<file path="src/rtl/tx_net_sched.sv">
// tx_net_sched: frame-atomic arbiter of two frame sources onto the MAC tx port.
// Port 0 is paced by a signed token bucket; port 1 is never limited.
module tx_net_sched #(
    parameter int WIDTH     = 64,
    parameter int CREDIT_W  = 24,
    parameter int BASE_ADDR = 16
) (
    input  logic                         clk_net,
    input  logic                         rst,
    input  logic [WIDTH-1:0]             s0_tx_data,
    input  logic [$clog2(WIDTH/8)-1:0]   s0_tx_len,
    input  logic                         s0_tx_sof,
    input  logic                         s0_tx_eof,
    input  logic                         s0_tx_vld,
    output logic                         s0_tx_ack,
    input  logic [WIDTH-1:0]             s1_tx_data,
    input  logic [$clog2(WIDTH/8)-1:0]   s1_tx_len,
    input  logic                         s1_tx_sof,
    input  logic                         s1_tx_eof,
    input  logic                         s1_tx_vld,
    output logic                         s1_tx_ack,
    output logic [WIDTH-1:0]             tx_data_net,
    output logic [$clog2(WIDTH/8)-1:0]   tx_len_net,
    output logic                         tx_sof_net,
    output logic                         tx_eof_net,
    output logic                         tx_vld_net,
    input  logic                         tx_ack_net,
    input  logic                         reg_w_en,
    input  logic [10:0]                  reg_w_addr,
    input  logic [31:0]                  reg_w_data,
    input  logic                         reg_r_en,
    input  logic [10:0]                  reg_r_addr,
    output logic [31:0]                  reg_r_data,
    output logic                         reg_r_ack
);
    localparam int LW = $clog2(WIDTH/8);
    localparam int EW = CREDIT_W + 34;
    localparam logic signed [EW-1:0] CMAX = EW'((64'(1) << (CREDIT_W-1)) - 64'(1));
    localparam logic signed [EW-1:0] CMIN = -CMAX - EW'(1);

    typedef enum logic [1:0] {IDLE, GNT0, GNT1} state_t;
    state_t state, nxt;

    logic last_gnt, cfg_en, cfg_prio, el0, el1, g0, g1, a0, a1, tick;
    logic [31:0] cfg_rate, cfg_period, cfg_burst, pcnt, per_m1, fcnt0, fcnt1, rmux;
    logic signed [CREDIT_W-1:0] credit;
    logic signed [EW-1:0] acc, capped, credit_d, burst_x;
    logic [LW:0] debit;
    logic [10:0] woff, roff;

    assign g0  = state == GNT0;
    assign g1  = state == GNT1;
    assign el0 = s0_tx_vld & s0_tx_sof & (~cfg_en | ~credit[CREDIT_W-1]);
    assign el1 = s1_tx_vld & s1_tx_sof;
    assign a0  = g0 & s0_tx_vld & tx_ack_net;
    assign a1  = g1 & s1_tx_vld & tx_ack_net;

    always_ff @(posedge clk_net or posedge rst)
        if (rst) state <= IDLE;
        else     state <= nxt;

    always_comb begin
        nxt = state;
        case (state)
            IDLE:    nxt = (el0 & el1) ? ((cfg_prio | ~last_gnt) ? GNT1 : GNT0)
                         : el1 ? GNT1 : el0 ? GNT0 : IDLE;
            GNT0:    nxt = (a0 & s0_tx_eof) ? IDLE : GNT0;
            GNT1:    nxt = (a1 & s1_tx_eof) ? IDLE : GNT1;
            default: nxt = IDLE;
        endcase
        tx_data_net = g0 ? s0_tx_data : g1 ? s1_tx_data : '0;
        tx_len_net  = g0 ? s0_tx_len  : g1 ? s1_tx_len  : '0;
        tx_sof_net  = g0 ? s0_tx_sof  : g1 & s1_tx_sof;
        tx_eof_net  = g0 ? s0_tx_eof  : g1 & s1_tx_eof;
        tx_vld_net  = g0 ? s0_tx_vld  : g1 & s1_tx_vld;
        s0_tx_ack   = g0 & tx_ack_net;
        s1_tx_ack   = g1 & tx_ack_net;
    end

    always_ff @(posedge clk_net or posedge rst)
        if (rst)                               last_gnt <= 1'b1;
        else if (state == IDLE && nxt != IDLE) last_gnt <= nxt == GNT1;

    // Token bucket: wide signed arithmetic so rate/burst/debit never wrap before clamping.
    assign per_m1  = (cfg_period == '0) ? '0 : cfg_period - 32'd1;
    assign tick    = pcnt >= per_m1;
    assign debit   = (s0_tx_eof && s0_tx_len != '0) ? {1'b0, s0_tx_len} : (LW+1)'(WIDTH/8);
    assign burst_x = EW'(cfg_burst);

    always_comb begin
        acc      = EW'(credit) + (tick ? EW'(cfg_rate) : '0) - (a0 ? EW'(debit) : '0);
        capped   = (tick && acc > burst_x) ? burst_x : acc;
        credit_d = !cfg_en ? ((burst_x > CMAX) ? CMAX : burst_x)
                 : (capped < CMIN) ? CMIN : (capped > CMAX) ? CMAX : capped;
    end

    always_ff @(posedge clk_net or posedge rst)
        if (rst) begin
            credit <= '0;
            pcnt   <= '0;
        end else begin
            credit <= CREDIT_W'(credit_d);
            pcnt   <= tick ? '0 : pcnt + 32'd1;
        end

    always_ff @(posedge clk_net or posedge rst)
        if (rst) begin
            fcnt0 <= '0;
            fcnt1 <= '0;
        end else begin
            if (a0 & s0_tx_eof) fcnt0 <= fcnt0 + 32'd1;
            if (a1 & s1_tx_eof) fcnt1 <= fcnt1 + 32'd1;
        end

    assign woff = reg_w_addr - 11'(BASE_ADDR);
    assign roff = reg_r_addr - 11'(BASE_ADDR);

    always_comb begin
        rmux = '0;
        case (roff[2:0])
            3'd0:    rmux = {30'd0, cfg_prio, cfg_en};
            3'd1:    rmux = cfg_rate;
            3'd2:    rmux = cfg_period;
            3'd3:    rmux = cfg_burst;
            3'd4:    rmux = 32'(credit);
            3'd5:    rmux = fcnt0;
            3'd6:    rmux = fcnt1;
            default: rmux = '0;
        endcase
    end

    always_ff @(posedge clk_net or posedge rst)
        if (rst) begin
            {cfg_en, cfg_prio} <= '0;
            cfg_rate   <= '0;
            cfg_period <= '0;
            cfg_burst  <= '0;
            reg_r_data <= '0;
            reg_r_ack  <= 1'b0;
        end else begin
            if (reg_w_en && woff == 11'd0) {cfg_prio, cfg_en} <= reg_w_data[1:0];
            if (reg_w_en && woff == 11'd1) cfg_rate   <= reg_w_data;
            if (reg_w_en && woff == 11'd2) cfg_period <= reg_w_data;
            if (reg_w_en && woff == 11'd3) cfg_burst  <= reg_w_data;
            reg_r_ack <= reg_r_en && roff < 11'd7;
            if (reg_r_en && roff < 11'd7) reg_r_data <= rmux;
        end
endmodule
</file>
<file path="config.mk">
export PLATFORM = sky130hd
export DESIGN_NAME = tx_net_sched
export DESIGN_NICKNAME = d
export VERILOG_FILES = /design/src/rtl/tx_net_sched.sv
export SDC_FILE = /design/constraint.sdc
export NUM_CORES = 1
export LEC_CHECK = 0
export ABC_CLOCK_PERIOD_IN_PS = 15300
export CAP_MARGIN = 20
export CORE_ASPECT_RATIO = 1.4
export CORE_MARGIN = 8
export CORE_UTILIZATION = 30
export DETAILED_ROUTE_END_ITERATION = 12
export GPL_TIMING_DRIVEN = 0
export SYNTH_ARGS = -nofsm -noshare
export SYNTH_HDL_FRONTEND = slang
export SYNTH_SLANG_ARGS = --single-unit
</file>
<file path="constraint.sdc">
create_clock -name clk_net -period 15.3 [get_ports clk_net]
set_input_delay 3.06 -clock clk_net [delete_from_list [all_inputs] [get_ports clk_net]]
set_output_delay 3.06 -clock clk_net [all_outputs]
set_load 0.02 [all_outputs]
</file>
# Word level (Yosys, flattened, before mapping)
# Cells that the tools add are included.
[word_totals]
ff_bits = 254
in_bits = 199
output_inout_bits = 105
word_cells = 97
[op_classes]
addsub = 8
magnitude_cmp = 6
n_eq_ne = 12
n_mux = 25
bitwise_logic = 19
reduce_logical = 14
[op_table]
columns = ["op", "n"]
rows = [
  ["$pmux W32 S7", 1],
  ["$mux W64", 2],
  ["$add A32 B1 Y32 const B", 3],
  ["$mux W24", 4],
  ["$mux W32", 3],
  ["$gt A58 B24 Y1 const B", 1],
  ["$lt A58 B24 Y1 const B", 1],
  ["$mux W58", 1],
  ["$gt A35 B33 Y1", 1],
  ["$sub A34 B5 Y35", 1],
  ["$add A24 B33 Y34", 1],
  ["$ge A32 B32 Y1", 1],
  ["$gt A32 B23 Y1 const B", 1],
  ["$logic_not A32 Y1", 1],
  ["$sub A32 B1 Y32 const B", 1],
  ["$eq A11 B2 Y1 const B", 2],
  ["$sub A11 B5 Y11 const B", 2],
  ["$and A1 B1 Y1", 14],
  ["$eq A11 B1 Y1 const B", 1],
  ["$logic_not A11 Y1", 1],
  ["$lt A11 B3 Y1 const B", 1],
  ["$eq A3 B3 Y1 const B", 3],
  ["$logic_and A1 B1 Y1", 8],
  ["$mux W2", 4],
  ["other kinds (14)", 25],
]

# Depth between registers and ports, before layout
[depth]
ltp_word = 13
depth_mapped = 43
depth_no_buf = 39

# Worst setup path after synthesis
# OpenSTA, ideal clock, no wires.
[synth_path]
path_type = "reg2reg"
startpoint = "reg cfg_period[13]"
endpoint = "reg credit[10]"
setup_time_ns = 0.065
arrival_ns = 8.467
t_required_ns = 15.235
path_slack_ns = 6.768
stages_incl_launch_ff = 40
n_path_buf = 3
synth_period_minus_slack_ns = 8.532
path_cell_list = "dfrtp_1 -> or4_1 -> or3_1 -> or4_4 -> nor4_4 -> nand2_1 -> nor4_1 -> xor2_1 -> nand2_1 -> ha_1 -> nand4_1 -> or2_2 -> o31ai_1 -> clkbuf_1 -> clkbuf_1 -> nand2_1 -> ha_1 -> inv_1 -> (+4 left out) -> a21oi_1 -> o21ai_1 -> a21oi_1 -> nor2_1 -> o21ai_0 -> a31oi_1 -> xnor2_1 -> ha_1 -> nand4_1 -> nor4_1 -> and2_1 -> a2111o_1 -> o221ai_1 -> inv_1 -> o311a_1 -> o21ai_4 -> buf_6 -> o221a_2"
[synth_via]
elab_chain_len = 13
word_cells_on_any_way = 15
classes_between = "3 x add/sub; 4 x order compare; 6 x mux; 2 x reduce/logical"
[synth_lines]
columns = ["element", "line_no", "text"]
rows = [
  ["start, declared", "45", "logic [31:0] cfg_rate, cfg_period, cfg_burst, pcnt, per_m1, fcnt0, fcnt1, rmux;"],
  ["start signal, assigned", "143", "if (reg_w_en && woff == 11'd2) cfg_period <= reg_w_data;"],
  ["$sub A32 B1 Y32 / $logic_not A32 Y1 (equally long branches)", "85", "assign per_m1 = (cfg_period == '0) ? '0 : cfg_period - 32'd1;"],
  ["$mux W32 *", "85", ""],
  ["$ge A32 B32 Y1 *", "86", "assign tick = pcnt >= per_m1;"],
  ["$mux W32", "91", "acc = EW'(credit) + (tick ? EW'(cfg_rate) : '0) - (a0 ? EW'(debit) : '0);"],
  ["$add A24 B33 Y34", "91", ""],
  ["$sub A34 B5 Y35", "91", ""],
  ["$gt A35 B33 Y1", "92", "capped = (tick && acc > burst_x) ? burst_x : acc;"],
  ["$logic_and A1 B1 Y1", "92", ""],
  ["$mux W58 *", "92", ""],
  ["$gt A58 B24 Y1", "94", ": (capped < CMIN) ? CMIN : (capped > CMAX) ? CMAX : capped;"],
  ["$mux W24", "94", ""],
  ["$mux W24 *", "94", ""],
  ["$mux W24 *", "93", "credit_d = !cfg_en ? ((burst_x > CMAX) ? CMAX : burst_x)"],
  ["via credit_d[10]", "47", "logic signed [EW-1:0] acc, capped, credit_d, burst_x;"],
  ["end signal, assigned", "102", "credit <= CREDIT_W'(credit_d);"],
  ["end, declared", "46", "logic signed [CREDIT_W-1:0] credit;"],
]
# Mark *: on every way through the listed nets, which the timed path passes. The rest lies on a longest branch.
# A chain may end at the register's enable or synchronous reset.

# Worst setup path after layout
[layout_path]
startpoint = "reg cfg_period[13]"
endpoint = "reg credit[22]"
# Same word-level chain as after synthesis.

==> metrics.txt <==
fin util=39.0%; Iter 0 DRT Violations=939; Peak Freq=85.0 MHz; WP data arrival=12.25 ns; # nets final=2,499; ratio of cells with drive above 1 in the final layout=10.6%; Fillers=5,676; Peak VDD IR=100 µV; M3 GR Usage=2.03%; DP Area=21,400 µm²; YS warnings=0; clock skew=0.0152 ns; gpl congestion=0.937; Net Sw Frac=43.9%; routed wire length=66,700 µm; largest net degree at the start of global routing=104; DR WL/cell=22.8 µm; DR vias=15,434; internal reg-to-reg setup slack=3.54 ns; drc violations=0; maximum clock path buffer count=3; number of max-cap violations=0; Final Cycle Share=76.9%; Crit-path slowest cell=or4_1; initial core utilization=30.3%; area occupied by multi-input gates=10,100 µm²; cell area after synthesis=17,400 µm²; Worst Tran Pin Value=1.03 ns; htree depth=1; RSZ-0062 raised after global routing=false; Core Region=57,400 µm²; register area=6360 µm²; outcome=finished, final reports clean; setup bufs post-CTS=0; register area share after synthesis=36.6%; clock sinks=254; Hold Path Class=reg -> reg; vias per cell=5.27; Cell variety after synth=77; cts-stage hold buffer count=0; TritonCTS clock tree=done; vias in the first global route=15,966; post_cts resized=0; Area Growth Syn to Fin=28.8%; P_sw=1.63 mW; nature of the critical path startpoint=register; first-pass GRT wire length=97,800 µm; leakage=10.2 nW; crit path max fanout=10; clk_lat worst skew=0.56 ns; critical path's largest stage delay=0.71 ns; Final ANT Viol Nets=0; antenna violations before repair=2; P_int=2.08 mW; IO Port Bufs=302; CTS root buf=clkbuf_16; met1 usage=23.2%; register bit total from synthesis=254; HPWL after DPL=54,900 µm; clock slew at reported path FFs=0.06 ns; Flop pwr share=21.0%; Clk network pwr share=19.9%; GR Util All Layers=19.2%; max-slew violations=0; I/O Pins=304; Post-synth ARST share=100%; WS Path Type=reg -> reg; GR Util met2=34.8%; critical path required time=15.79 ns; slew margin rel.=31.3%; TNS Setup=0 ns; syn_area_per_cell=9.49 µm²; post-route minimum period=11.76 ns; DIE AREA=66,000 µm²; Comb pwr share=59.0%; Post-synth EDFFs=0; critical path endpoint category=register; Final Hold Viols=0; fin area=22,400 µm²; Most used DFF post-synth=dfrtp_1; # rows=104; DR pass1 iterations=5; grt ovf=0; die height=301 µm; Die X=219 µm; Power Density=166 nW/µm²; Synth Net Count=2,167; CTS Buf Count=26; # setup viols final=0; post-synthesis cell count=1,831; GR peak layer=met2
cells in the mapped netlist, types with 3 or more instances:
library cell / number / area (µm²)
dfrtp_1: 253 / 6330
nand2_1: 170 / 638
inv_1: 141 / 529
ha_1: 132 / 1650
mux2_2: 128 / 1440
nor2_1: 127 / 477
a21oi_1: 88 / 440
xnor2_1: 76 / 666
a22o_1: 73 / 639
clkbuf_1: 73 / 274
xor2_1: 70 / 613
o21ai_0: 45 / 225
nand3_1: 44 / 220
nand4_1: 36 / 225
a21o_1: 34 / 255
mux2i_1: 30 / 300
nor3_1: 30 / 150
a221oi_1: 27 / 236
a211oi_1: 25 / 188
o221a_2: 24 / 270
and3_1: 20 / 125
nor4_1: 15 / 93.8
nor2b_1: 14 / 87.6
a22oi_1: 10 / 75.1
and4_1: 10 / 87.6
buf_1: 10 / 37.5
and2_1: 9 / 56.3
nand2b_1: 8 / 50.1
o211ai_1: 7 / 52.6
o221ai_1: 6 / 52.6
a31oi_1: 5 / 31.3
fa_1: 5 / 100
or3_1: 5 / 31.3
or4_1: 5 / 37.5
o21ai_1: 4 / 20.0
o22ai_1: 4 / 25.0
o31ai_1: 4 / 30.0
or2_2: 4 / 25.0
a211o_1: 3 / 26.3
buf_2: 3 / 15.0
buf_4: 3 / 22.5
o21a_1: 3 / 22.5
o21bai_1: 3 / 22.5
o41ai_1: 3 / 26.3
metrics by stage:
stage	setup slack, ns	total power [mW]	cells	hold slack (ns)
4_1_cts	3.48	3.71	2925	0.482
3_3_place_gp	1.97	2.92	2875	0.465
6_report	3.54	3.71	2926	0.479
3_5_place_dp	3.54	2.95	2877	0.463
5_1_grt	3.01	3.96	2925	0.497
2_1_floorplan	5.26	2.25	1831	0.442
layer usage:
metal | share of wire, % | vias to the layer above
met2 | 52 | 394
met4 | 3.6 | 2
met5 | 0.019 | -
li1 | - | 7252
met3 | 4.4 | 112
met1 | 40 | 7674
final cells by class:
type / count / area share, %
antenna: 1 / 0.0112
buffer: 91 / 1.66
clock buffer: 32 / 3.28
clock inverter: 16 / 1.12
inverter: 141 / 2.40
multi-input combinational: 1345 / 45.2
sequential: 254 / 28.4
tap: 742 / 4.15
timing repair buffer: 304 / 13.8
power groups by stage:
stage | clock network, mW | registers, mW | logic [mW]
2_1_floorplan | 0 | 0.775 | 1.48
3_3_place_gp | 0 | 0.791 | 2.13
3_5_place_dp | 0 | 0.792 | 2.16
4_1_cts | 0.754 | 0.780 | 2.18
5_1_grt | 0.772 | 0.786 | 2.40
6_report | 0.740 | 0.780 | 2.19
worst max-delay path: cells and delay by family, from the launching register on:
kind | cells | cell delay, ns
AOI/OAI and AO/OA | 10 | 3.05
xor gates and xnor gates | 2 | 0.43
adders and majority gates | 4 | 1.52
buffers and inverters | 4 | 1.57
DFF | 1 | 0.49
and+or+nand+nor | 15 | 4.60
path summary, 6_finish.rpt:
path	startpoint	endpoint	cells past startpoint
max	cfg_period[13]	credit[22]	35
min	reg_r_data[15]	reg_r_data[15]	2
max reg2reg	cfg_period[13]	credit[22]	35
min reg2reg	reg_r_data[15]	reg_r_data[15]	2
max in group asynchronous	rst	cfg_burst[3]	4
min in group asynchronous	rst	reg_r_data[19]	2
registers in the layout, summed over array words and instances, names as in the netlist:
name	cells
reg_r_data	32
fcnt0	32
state	2
cfg_prio	1
fcnt1	32
cfg_en	1
cfg_period	32
reg_r_ack	1
cfg_burst	32
credit	24
pcnt	32
last_gnt	1
cfg_rate	32
placed cells by master, fill, tap and decap left out, types with 70 or more instances in the layout:
cell type,synthesis,final
clkdlybuf4s50_1,0,302
dfrtp_1,253,253
nand2_1,170,170
inv_1,141,140
ha_1,132,132
mux2_2,128,128
nor2_1,127,127
a21oi_1,88,88
xnor2_1,76,76
clkbuf_1,73,74
a22o_1,73,73
xor2_1,70,70
kinds of logic after synthesis:
| kind of cell | Yosys count | share of synthesized area [%] |
|---|---|---|
| AND/OR/NAND/NOR | 512 | 14.1 |
| AO/OA/AOI/OAI | 391 | 16.5 |
| flip-flops | 254 | 36.6 |
| buffers and inverters | 232 | 5.18 |
| multiplexers | 159 | 10.2 |
| XOR/XNOR | 146 | 7.36 |
| adder cells (fa/ha/maj) | 137 | 10.1 |
No activity file was read; power rests on OpenSTA's default activity.
